File: src/rtl/wb_pkg.sv
// Shared constants, entry layout and write-data select for the writeback queue.
package wb_pkg;

  // One-hot bit positions of align_load: {lw, lb, lbu, lh, lhu, lwl, lwr}
  localparam int AL_LW  = 6;
  localparam int AL_LB  = 5;
  localparam int AL_LBU = 4;
  localparam int AL_LH  = 3;
  localparam int AL_LHU = 2;
  localparam int AL_LWL = 1;
  localparam int AL_LWR = 0;

  localparam int SRC_ALU0 = 0;
  localparam int SRC_ALU1 = 1;
  localparam int SRC_LOAD = 2;

  localparam int RF_WEN_W = 4;

  typedef struct packed {
    logic [31:0] pc;
    logic [4:0]  waddr;
    logic        wen;
    logic [2:0]  src;
    logic [31:0] alu_res;
    logic [31:0] rf_b;
    logic        mem_read;
    logic [6:0]  align_load;
  } wb_entry_t;

  // src is one-hot, so an AND-OR mux picks the write data.
  function automatic logic [31:0] wb_select(input logic [2:0]  src,
                                            input logic [31:0] alu,
                                            input logic [31:0] load);
    return ({32{src[SRC_ALU0] | src[SRC_ALU1]}} & alu) |
           ({32{src[SRC_LOAD]}} & load);
  endfunction

endpackage

File: src/rtl/wb_load_align.sv
// Combinational load-data aligner: byte/half extraction and lwl/lwr merges.
module wb_load_align
  import wb_pkg::*;
(
  input  logic [31:0] mdata,
  input  logic [31:0] rf_b,
  input  logic [1:0]  addr,
  input  logic [6:0]  align_load,
  output logic [31:0] data
);

  logic [7:0]  w_byte;
  logic [15:0] w_half;

  assign w_byte = mdata[{addr, 3'b000} +: 8];
  assign w_half = addr[1] ? mdata[31:16] : mdata[15:0];

  always_comb begin
    // NOTE: default assignment first so every path drives data and no latch is inferred.
    data = mdata;
    if (align_load[AL_LW]) begin
      data = mdata;
    end else if (align_load[AL_LB]) begin
      data = {{24{w_byte[7]}}, w_byte};
    end else if (align_load[AL_LBU]) begin
      data = {24'h0, w_byte};
    end else if (align_load[AL_LH]) begin
      data = {{16{w_half[15]}}, w_half};
    end else if (align_load[AL_LHU]) begin
      data = {16'h0, w_half};
    end else if (align_load[AL_LWL]) begin
      case (addr)
        2'd0:    data = {mdata[7:0],  rf_b[23:0]};
        2'd1:    data = {mdata[15:0], rf_b[15:0]};
        2'd2:    data = {mdata[23:0], rf_b[7:0]};
        default: data = mdata;
      endcase
    end else if (align_load[AL_LWR]) begin
      case (addr)
        2'd0:    data = mdata;
        2'd1:    data = {rf_b[31:24], mdata[31:8]};
        2'd2:    data = {rf_b[31:16], mdata[31:16]};
        default: data = {rf_b[31:8],  mdata[31:24]};
      endcase
    end
  end

endmodule

File: src/rtl/wb_queue.sv
// In-order writeback queue: buffers MA results, captures load responses,
// commits one entry per cycle and forwards from any buffered entry.
module wb_queue
  import wb_pkg::*;
#(
  parameter int DEPTH = 4,
  parameter int NRD   = 2
) (
  input  logic                    clk,
  input  logic                    rst_n,
  input  logic                    in_valid,
  output logic                    in_ready,
  input  logic [31:0]             in_pc,
  input  logic [4:0]              in_waddr,
  input  logic                    in_wen,
  input  logic [2:0]              in_src,
  input  logic [31:0]             in_alu_res,
  input  logic [31:0]             in_rf_b,
  input  logic                    in_mem_read,
  input  logic [6:0]              in_align_load,
  input  logic                    mem_rvalid,
  input  logic [31:0]             mem_rdata,
  output logic                    rf_wen,
  output logic [4:0]              rf_waddr,
  output logic [31:0]             rf_wdata,
  output logic [31:0]             debug_pc,
  output logic [RF_WEN_W-1:0]     debug_wb_rf_wen,
  output logic [4:0]              debug_wb_rf_waddr,
  output logic [31:0]             debug_wb_rf_wdata,
  input  logic [5*NRD-1:0]        fwd_raddr,
  output logic [NRD-1:0]          fwd_hit,
  output logic [NRD-1:0]          fwd_pending,
  output logic [32*NRD-1:0]       fwd_data,
  output logic [$clog2(DEPTH):0]  count,
  output logic                    resp_err
);

  localparam int PW = $clog2(DEPTH);
  localparam int CW = PW + 1;

  wb_entry_t        r_entry [DEPTH];
  logic [31:0]      r_mdata [DEPTH];
  logic [DEPTH-1:0] r_filled;
  logic [PW-1:0]    r_head;
  logic [PW-1:0]    r_tail;
  logic [CW-1:0]    r_count;
  logic             r_resp_err;

  logic [PW-1:0]    w_slot [DEPTH];
  logic [DEPTH-1:0] w_live;
  logic             w_fill_found;
  logic [PW-1:0]    w_fill;
  wb_entry_t        w_head;
  logic             w_head_valid;
  logic             w_head_bypass;
  logic             w_commit;
  logic             w_enq;
  logic [31:0]      w_commit_mdata;
  logic [31:0]      w_commit_load;
  logic [31:0]      w_commit_data;

  // Slot i is the i-th oldest entry; live when inside the occupied range.
  for (genvar g = 0; g < DEPTH; g++) begin : g_slot
    assign w_slot[g] = r_head + PW'(g);
    assign w_live[g] = CW'(g) < r_count;
  end

  // fill pointer: the oldest live load still waiting for its response.
  always_comb begin
    w_fill_found = 1'b0;
    w_fill       = r_tail;
    for (int i = 0; i < DEPTH; i++) begin
      if (!w_fill_found && w_live[i] && r_entry[w_slot[i]].mem_read &&
          !r_filled[w_slot[i]]) begin
        w_fill_found = 1'b1;
        w_fill       = w_slot[i];
      end
    end
  end

  assign w_head        = r_entry[r_head];
  assign w_head_valid  = r_count != '0;
  assign w_head_bypass = w_head_valid && w_head.mem_read && !r_filled[r_head] && mem_rvalid;
  assign w_commit      = w_head_valid &&
                         (!w_head.mem_read || r_filled[r_head] || w_head_bypass);
  assign in_ready      = (r_count < CW'(DEPTH)) || w_commit;
  assign w_enq         = in_valid && in_ready;

  assign w_commit_mdata = w_head_bypass ? mem_rdata : r_mdata[r_head];

  wb_load_align u_commit_align (
    .mdata      (w_commit_mdata),
    .rf_b       (w_head.rf_b),
    .addr       (w_head.alu_res[1:0]),
    .align_load (w_head.align_load),
    .data       (w_commit_load)
  );

  assign w_commit_data     = wb_select(w_head.src, w_head.alu_res, w_commit_load);
  assign rf_wen            = w_commit && w_head.wen;
  assign rf_waddr          = w_commit ? w_head.waddr : 5'd0;
  assign rf_wdata          = w_commit ? w_commit_data : 32'h0;
  assign debug_pc          = w_head_valid ? w_head.pc : 32'h0;
  assign debug_wb_rf_wen   = {RF_WEN_W{rf_wen}};
  assign debug_wb_rf_waddr = rf_waddr;
  assign debug_wb_rf_wdata = rf_wdata;
  assign count             = r_count;
  assign resp_err          = r_resp_err;

  always_ff @(posedge clk or negedge rst_n) begin
    if (!rst_n) begin
      r_head     <= '0;
      r_tail     <= '0;
      r_count    <= '0;
      r_filled   <= '0;
      r_resp_err <= 1'b0;
    end else begin
      // NOTE: non-blocking assignments so every update sees pre-edge state.
      if (mem_rvalid) begin
        if (w_fill_found) r_filled[w_fill] <= 1'b1;
        else              r_resp_err       <= 1'b1;
      end
      // Placed after the fill update: a full queue can reuse the popping head slot.
      if (w_enq) begin
        r_filled[r_tail] <= 1'b0;
        r_tail           <= r_tail + 1'b1;
      end
      if (w_commit) r_head <= r_head + 1'b1;
      r_count <= r_count + CW'(w_enq) - CW'(w_commit);
    end
  end

  // NOTE: payload storage has no reset; validity is tracked by count and filled bits.
  always_ff @(posedge clk) begin
    if (w_enq) begin
      r_entry[r_tail] <= '{pc: in_pc, waddr: in_waddr, wen: in_wen, src: in_src,
                           alu_res: in_alu_res, rf_b: in_rf_b,
                           mem_read: in_mem_read, align_load: in_align_load};
    end
    if (mem_rvalid && w_fill_found) r_mdata[w_fill] <= mem_rdata;
  end

  // Forwarding: youngest live writer of the queried register wins.
  for (genvar p = 0; p < NRD; p++) begin : g_fwd
    logic [4:0]    w_raddr;
    logic          w_hit;
    logic [PW-1:0] w_sel;
    wb_entry_t     w_ent;
    logic [31:0]   w_load;

    assign w_raddr = fwd_raddr[5*p +: 5];

    always_comb begin
      w_hit = 1'b0;
      w_sel = r_head;
      for (int i = 0; i < DEPTH; i++) begin
        if (w_live[i] && w_raddr != 5'd0 && r_entry[w_slot[i]].wen &&
            r_entry[w_slot[i]].waddr == w_raddr) begin
          w_hit = 1'b1;
          w_sel = w_slot[i];
        end
      end
    end

    assign w_ent = r_entry[w_sel];

    wb_load_align u_fwd_align (
      .mdata      (r_mdata[w_sel]),
      .rf_b       (w_ent.rf_b),
      .addr       (w_ent.alu_res[1:0]),
      .align_load (w_ent.align_load),
      .data       (w_load)
    );

    assign fwd_hit[p]           = w_hit;
    assign fwd_pending[p]       = w_hit && w_ent.mem_read && !r_filled[w_sel];
    assign fwd_data[32*p +: 32] = w_hit ? wb_select(w_ent.src, w_ent.alu_res, w_load) : 32'h0;
  end

endmodule

File: config.mk
export PLATFORM = sky130hd
export DESIGN_NAME = wb_queue
export DESIGN_NICKNAME = d
export VERILOG_FILES = /design/src/rtl/wb_pkg.sv /design/src/rtl/wb_load_align.sv /design/src/rtl/wb_queue.sv
export SDC_FILE = /design/constraint.sdc
export NUM_CORES = 1
export LEC_CHECK = 0
export CAP_MARGIN = 5
export CORE_ASPECT_RATIO = 1.2
export CORE_MARGIN = 2
export CORE_UTILIZATION = 59
export CTS_CLUSTER_DIAMETER = 60
export DETAILED_ROUTE_END_ITERATION = 10
export PLACE_DENSITY = 0.81
export SETUP_SLACK_MARGIN = 0.02
export SLEW_MARGIN = 20
export SYNTH_ARGS = -nofsm -noshare
export SYNTH_HDL_FRONTEND = slang
export SYNTH_SLANG_ARGS = --single-unit
File: constraint.sdc
create_clock -name clk -period 8.98 [get_ports clk]
set_input_delay 2.245 -clock clk [delete_from_list [all_inputs] [get_ports clk]]
set_output_delay 2.245 -clock clk [all_outputs]
set_load 0.005 [all_outputs]
==> impl_summary.txt <==
----------------------------------------------------
[Outcome]
  Run status ... finished with violations
  Failing checks ... negative setup slack

[Die]
  Die height ... ~290 µm
  Core Rows ... 103
  Count of pins on the block boundary ... about 340
  Effective utilization at floorplan ... between 50 and 60%
  Placeable core region ... about 0.066 mm²
  Chip Width ... 238.5 µm
  Full die area ... 0.06804 mm²

[Layout]
  Final instance area ... 0.04996 mm²
  Share of final-layout standard cells stronger than drive strength 1 ... 27.85%
  Sequential cell area ... around 0.018 mm²
  Footprint of the multi-input gates ... 0.02017 mm²
  Filler cell count in the final layout ... roughly 4200
  Signed area change from the synthesized netlist to the final layout ... 28.37%
  Net count reported at finish ... about 4400

[Critical path]
  Type of the worst setup path ... primary input to output pin
  Endpoint kind of the worst setup timing path ... output pin
  Data required time at the worst endpoint ... ~6.7 ns
  Worst Setup Start Kind ... primary input
  Crit path max fanout ... 10
  Worst Path Arrival ... around 6.8 ns
  Number of cells traversed by the worst register-to-register path ... 14

[Drt]
  Routed length per placed instance ... 33.09 µm
  Length of the first detailed-routing pass in iterations ... 7
  Final ANT Viol Nets ... 0
  Post-detailed-route via-to-cell ratio ... roughly 7.2
  Initial DRC Count ... 6296
  Final WL ... 169400 µm
  Number of vias after detailed routing ... 36600
  Detailed-route DRC error count ... 0

[Clock network]
  Clock latency on the worst-skew pair ... 0.66 ns
  Clock buffer count from CTS ... between 50 and 60
  Count of H-tree levels built during CTS ... 2
  Clock tree from TritonCTS ... yes
  Clock Root Buffer ... sky130_fd_sc_hd__clkbuf_16
  Post-CTS clock slew at the launch and capture registers of the worst setup and hold paths ... 0.06 ns
  Sink count of the clock tree ... 592
  Maximum buffer depth of the clock tree ... 3
  CTS Hold Buffers Added ... 0

[Global route]
  Global-route usage over all layers ... about half
  Met3 routing resource usage after global routing ... 16.23%
  GR peak layer ... met2
  Initial antenna violation count ... 21
  Met1 GRT Util ... 57.13%
  Wire length of the first global-routing pass ... 240400 µm
  Via count of the first global-routing pass ... ~35000
  Met2 global-route usage ... 74.57%
  Pin count of the biggest net entering global routing ... 104
  GRT overflow ... 0

[Placement]
  Post-placement cell area ... between 0.04 and 0.05 mm²
  GPL Wtd Cong ... around 1.1
  Post-detailed-placement half-perimeter wirelength ... 119500 µm
  Pre-CTS setup slack ... -0.4914 ns
  Buffers on Ports ... 342

[Yosys]
  Top cell types by occurrence after synthesis ... sky130_fd_sc_hd__edfxtp_1 (580), sky130_fd_sc_hd__nand2_1 (561), sky130_fd_sc_hd__mux2i_1 (354), sky130_fd_sc_hd__o21ai_0 (244), sky130_fd_sc_hd__nor2_1 (189)
  Number of distinct standard cells referenced by the synthesized netlist ... 91
  Synthesized netlist cell count ... 3511
  Mapped Area ... around 0.039 mm²
  Top area cells in the synthesized netlist ... sky130_fd_sc_hd__edfxtp_1 (45%), sky130_fd_sc_hd__mux4_2 (9.5%), sky130_fd_sc_hd__mux2i_1 (9.1%)
  Share of the yosys chip area belonging to registers ... 45.52%
  Top-count cell post-synth ... sky130_fd_sc_hd__edfxtp_1
  Largest area contributor in the synthesized netlist ... sky130_fd_sc_hd__edfxtp_1
  Synthesized flop and latch total ... around 600
  Nets in the synthesized netlist ... 3679
  Fraction of synthesized cell area taken by the top area cell type ... ~45%
  Share of synthesized flip-flops with an asynchronous set or reset ... 2.027%
  Post-synth EDFFs ... 580
  Warnings, synthesis ... 0
  Average footprint of a synthesized cell ... 11.09 µm²
  Commonest register cell after synthesis ... sky130_fd_sc_hd__edfxtp_1

[STA]
  Worst slew margin relative to its limit ... between 20% and 30%
  TNS Setup ... -0.03717 ns
  Number of endpoints failing setup at the final stage ... 2
  Fmax ... 0.1109 GHz
  Number of hold violations in the final report ... 0
  Worst-margin pin slew ... 1.112 ns
  Clock tree skew after final layout ... 0.04051 ns
  Unrepaired setup endpoints after global routing ... true
  Minimum clock period ... 9.015 ns
  Final period utilization ... 100.4%
  Max-slew violation count ... 0
  Crit path setup slack, layout ... -0.03547 ns

[Min path]
  Worst Hold Class ... register to register
  Hold-critical path depth ... 1

[Job]
  Reported max-cap violation count ... 0

----------------------------------------------------
[what timing repair did]
action	in CTS	in global routing
gates cloned	5	1
resized for setup	164	78
hold endpoints to repair	0	0
setup endpoints to repair	64	59
pin swaps	31	33
setup buffers	32	19
[registers in the layout, summed over array words and instances, names as in the netlist]
| signal | cells |
|---|---|
| r_filled | 4 |
| count | 3 |
| r_mdata | 128 |
| r_entry | 452 |
| r_head | 2 |
| resp_err | 1 |
| r_tail | 2 |
[routing by layer]
layer	share of wire, %	up-vias
met5	0.088	-
met4	9.7	16
met3	14	942
met2	44	3343
met1	32	17420
li1	-	14880
[final timing paths]
check | start | to | slack, ns
min reg2reg | resp_err$_DFFE_PN0P_ | resp_err$_DFFE_PN0P_ | 0.53
max in group asynchronous | rst_n | r_head[1]$_DFFE_PN0P_ | 6.44
max | fwd_raddr[9] | fwd_data[49] | -0.04
min in group asynchronous | rst_n | r_filled[2]$_DFF_PN0_ | 2.03
min | resp_err$_DFFE_PN0P_ | resp_err$_DFFE_PN0P_ | 0.53
max reg2reg | r_head[0]$_DFFE_PN0P_ | r_mdata[2][2]$_DFFE_PP_ | 3.94
[placed cells by master, fill, tap and decap left out, drive strengths merged, types with 14 or more instances in the layout]
cell type	Yosys	layout
mux4	173	173
nand2b	17	17
a21o	21	21
o31ai	17	17
a22oi	16	16
clkinv	1	25
diode	0	14
o221ai	23	23
and3	31	31
o22ai	19	19
mux2i	355	355
a21oi	177	177
nor3	27	27
edfxtp	580	580
nand3	99	99
a221oi	24	24
xnor2	32	32
inv	24	28
nor2	193	193
a31oi	63	63
o21ai	255	255
a211oi	34	34
nor2b	46	46
dlygate4sd2	0	17
clkdlybuf4s50	0	303
nand2	563	563
mux2	141	141
or3	14	14
dlymetal6s2s	0	15
buf	175	619
clkbuf	143	67
o211ai	51	51
a221o	21	21
[worst max-delay path, cell delays in order]
cell and delay, ns:
sky130_fd_sc_hd__dlymetal6s2s_1 0.16, sky130_fd_sc_hd__buf_6 0.15, sky130_fd_sc_hd__xnor2_1 0.17, sky130_fd_sc_hd__nand4_1 0.16
sky130_fd_sc_hd__or4_4 0.61, sky130_fd_sc_hd__a21o_1 0.26, sky130_fd_sc_hd__nor2_4 0.19, sky130_fd_sc_hd__buf_4 0.21
sky130_fd_sc_hd__buf_6 0.19, sky130_fd_sc_hd__mux2i_1 0.28, sky130_fd_sc_hd__mux2_2 0.31, sky130_fd_sc_hd__mux2i_2 0.12
sky130_fd_sc_hd__buf_4 0.17, sky130_fd_sc_hd__a211oi_2 0.25, sky130_fd_sc_hd__buf_12 0.18, sky130_fd_sc_hd__o21ai_0 0.12
sky130_fd_sc_hd__nor3b_2 0.31, sky130_fd_sc_hd__a2111oi_4 0.09, sky130_fd_sc_hd__buf_4 0.15, sky130_fd_sc_hd__clkdlybuf4s50_1 0.45
[cells by family (layout without fill, tap and decap cells)]
logic type / count (synthesis) / count (layout) / share of synthesized area, %
and+or+nand+nor: 1030 / 1030 / 11.43
AOI/OAI and AO/OA: 824 / 824 / 13.68
muxes: 669 / 669 / 23.34
DFF: 592 / 592 / 45.52
buffers and inverters: 343 / 1097 / 4.687
xor gates and xnor gates: 44 / 44 / 1.038
adders and majority gates: 9 / 9 / 0.3086
other: 0 / 14 / 0
[final cells by class]
type                    count  share of cell area, %
clock inverters            44                  1.127
well taps                 840                  2.104
flip-flops and latches    592                  35.48
diodes                     14                0.07012
inverters                  25                 0.1878
multi-input cells        2576                  40.37
repair buffers            962                  17.62
clock buffers              66                  3.048
[per-stage QoR]
stage / cells / utilization (%) / hold slack [ns]
after CTS: 5085 / 75.43 / 0.5278
final: 5119 / 76.17 / 0.5330
after floorplan: 3511 / - / 0.4602
after detailed placement: 4940 / 70.86 / 0.5134
after global routing: 5111 / 76.14 / 0.5785
after global placement: 4940 / 70.86 / 0.5093
Power is not shown: default switching activity piles up to over one toggle a cycle in this logic, so the estimate is an artifact.
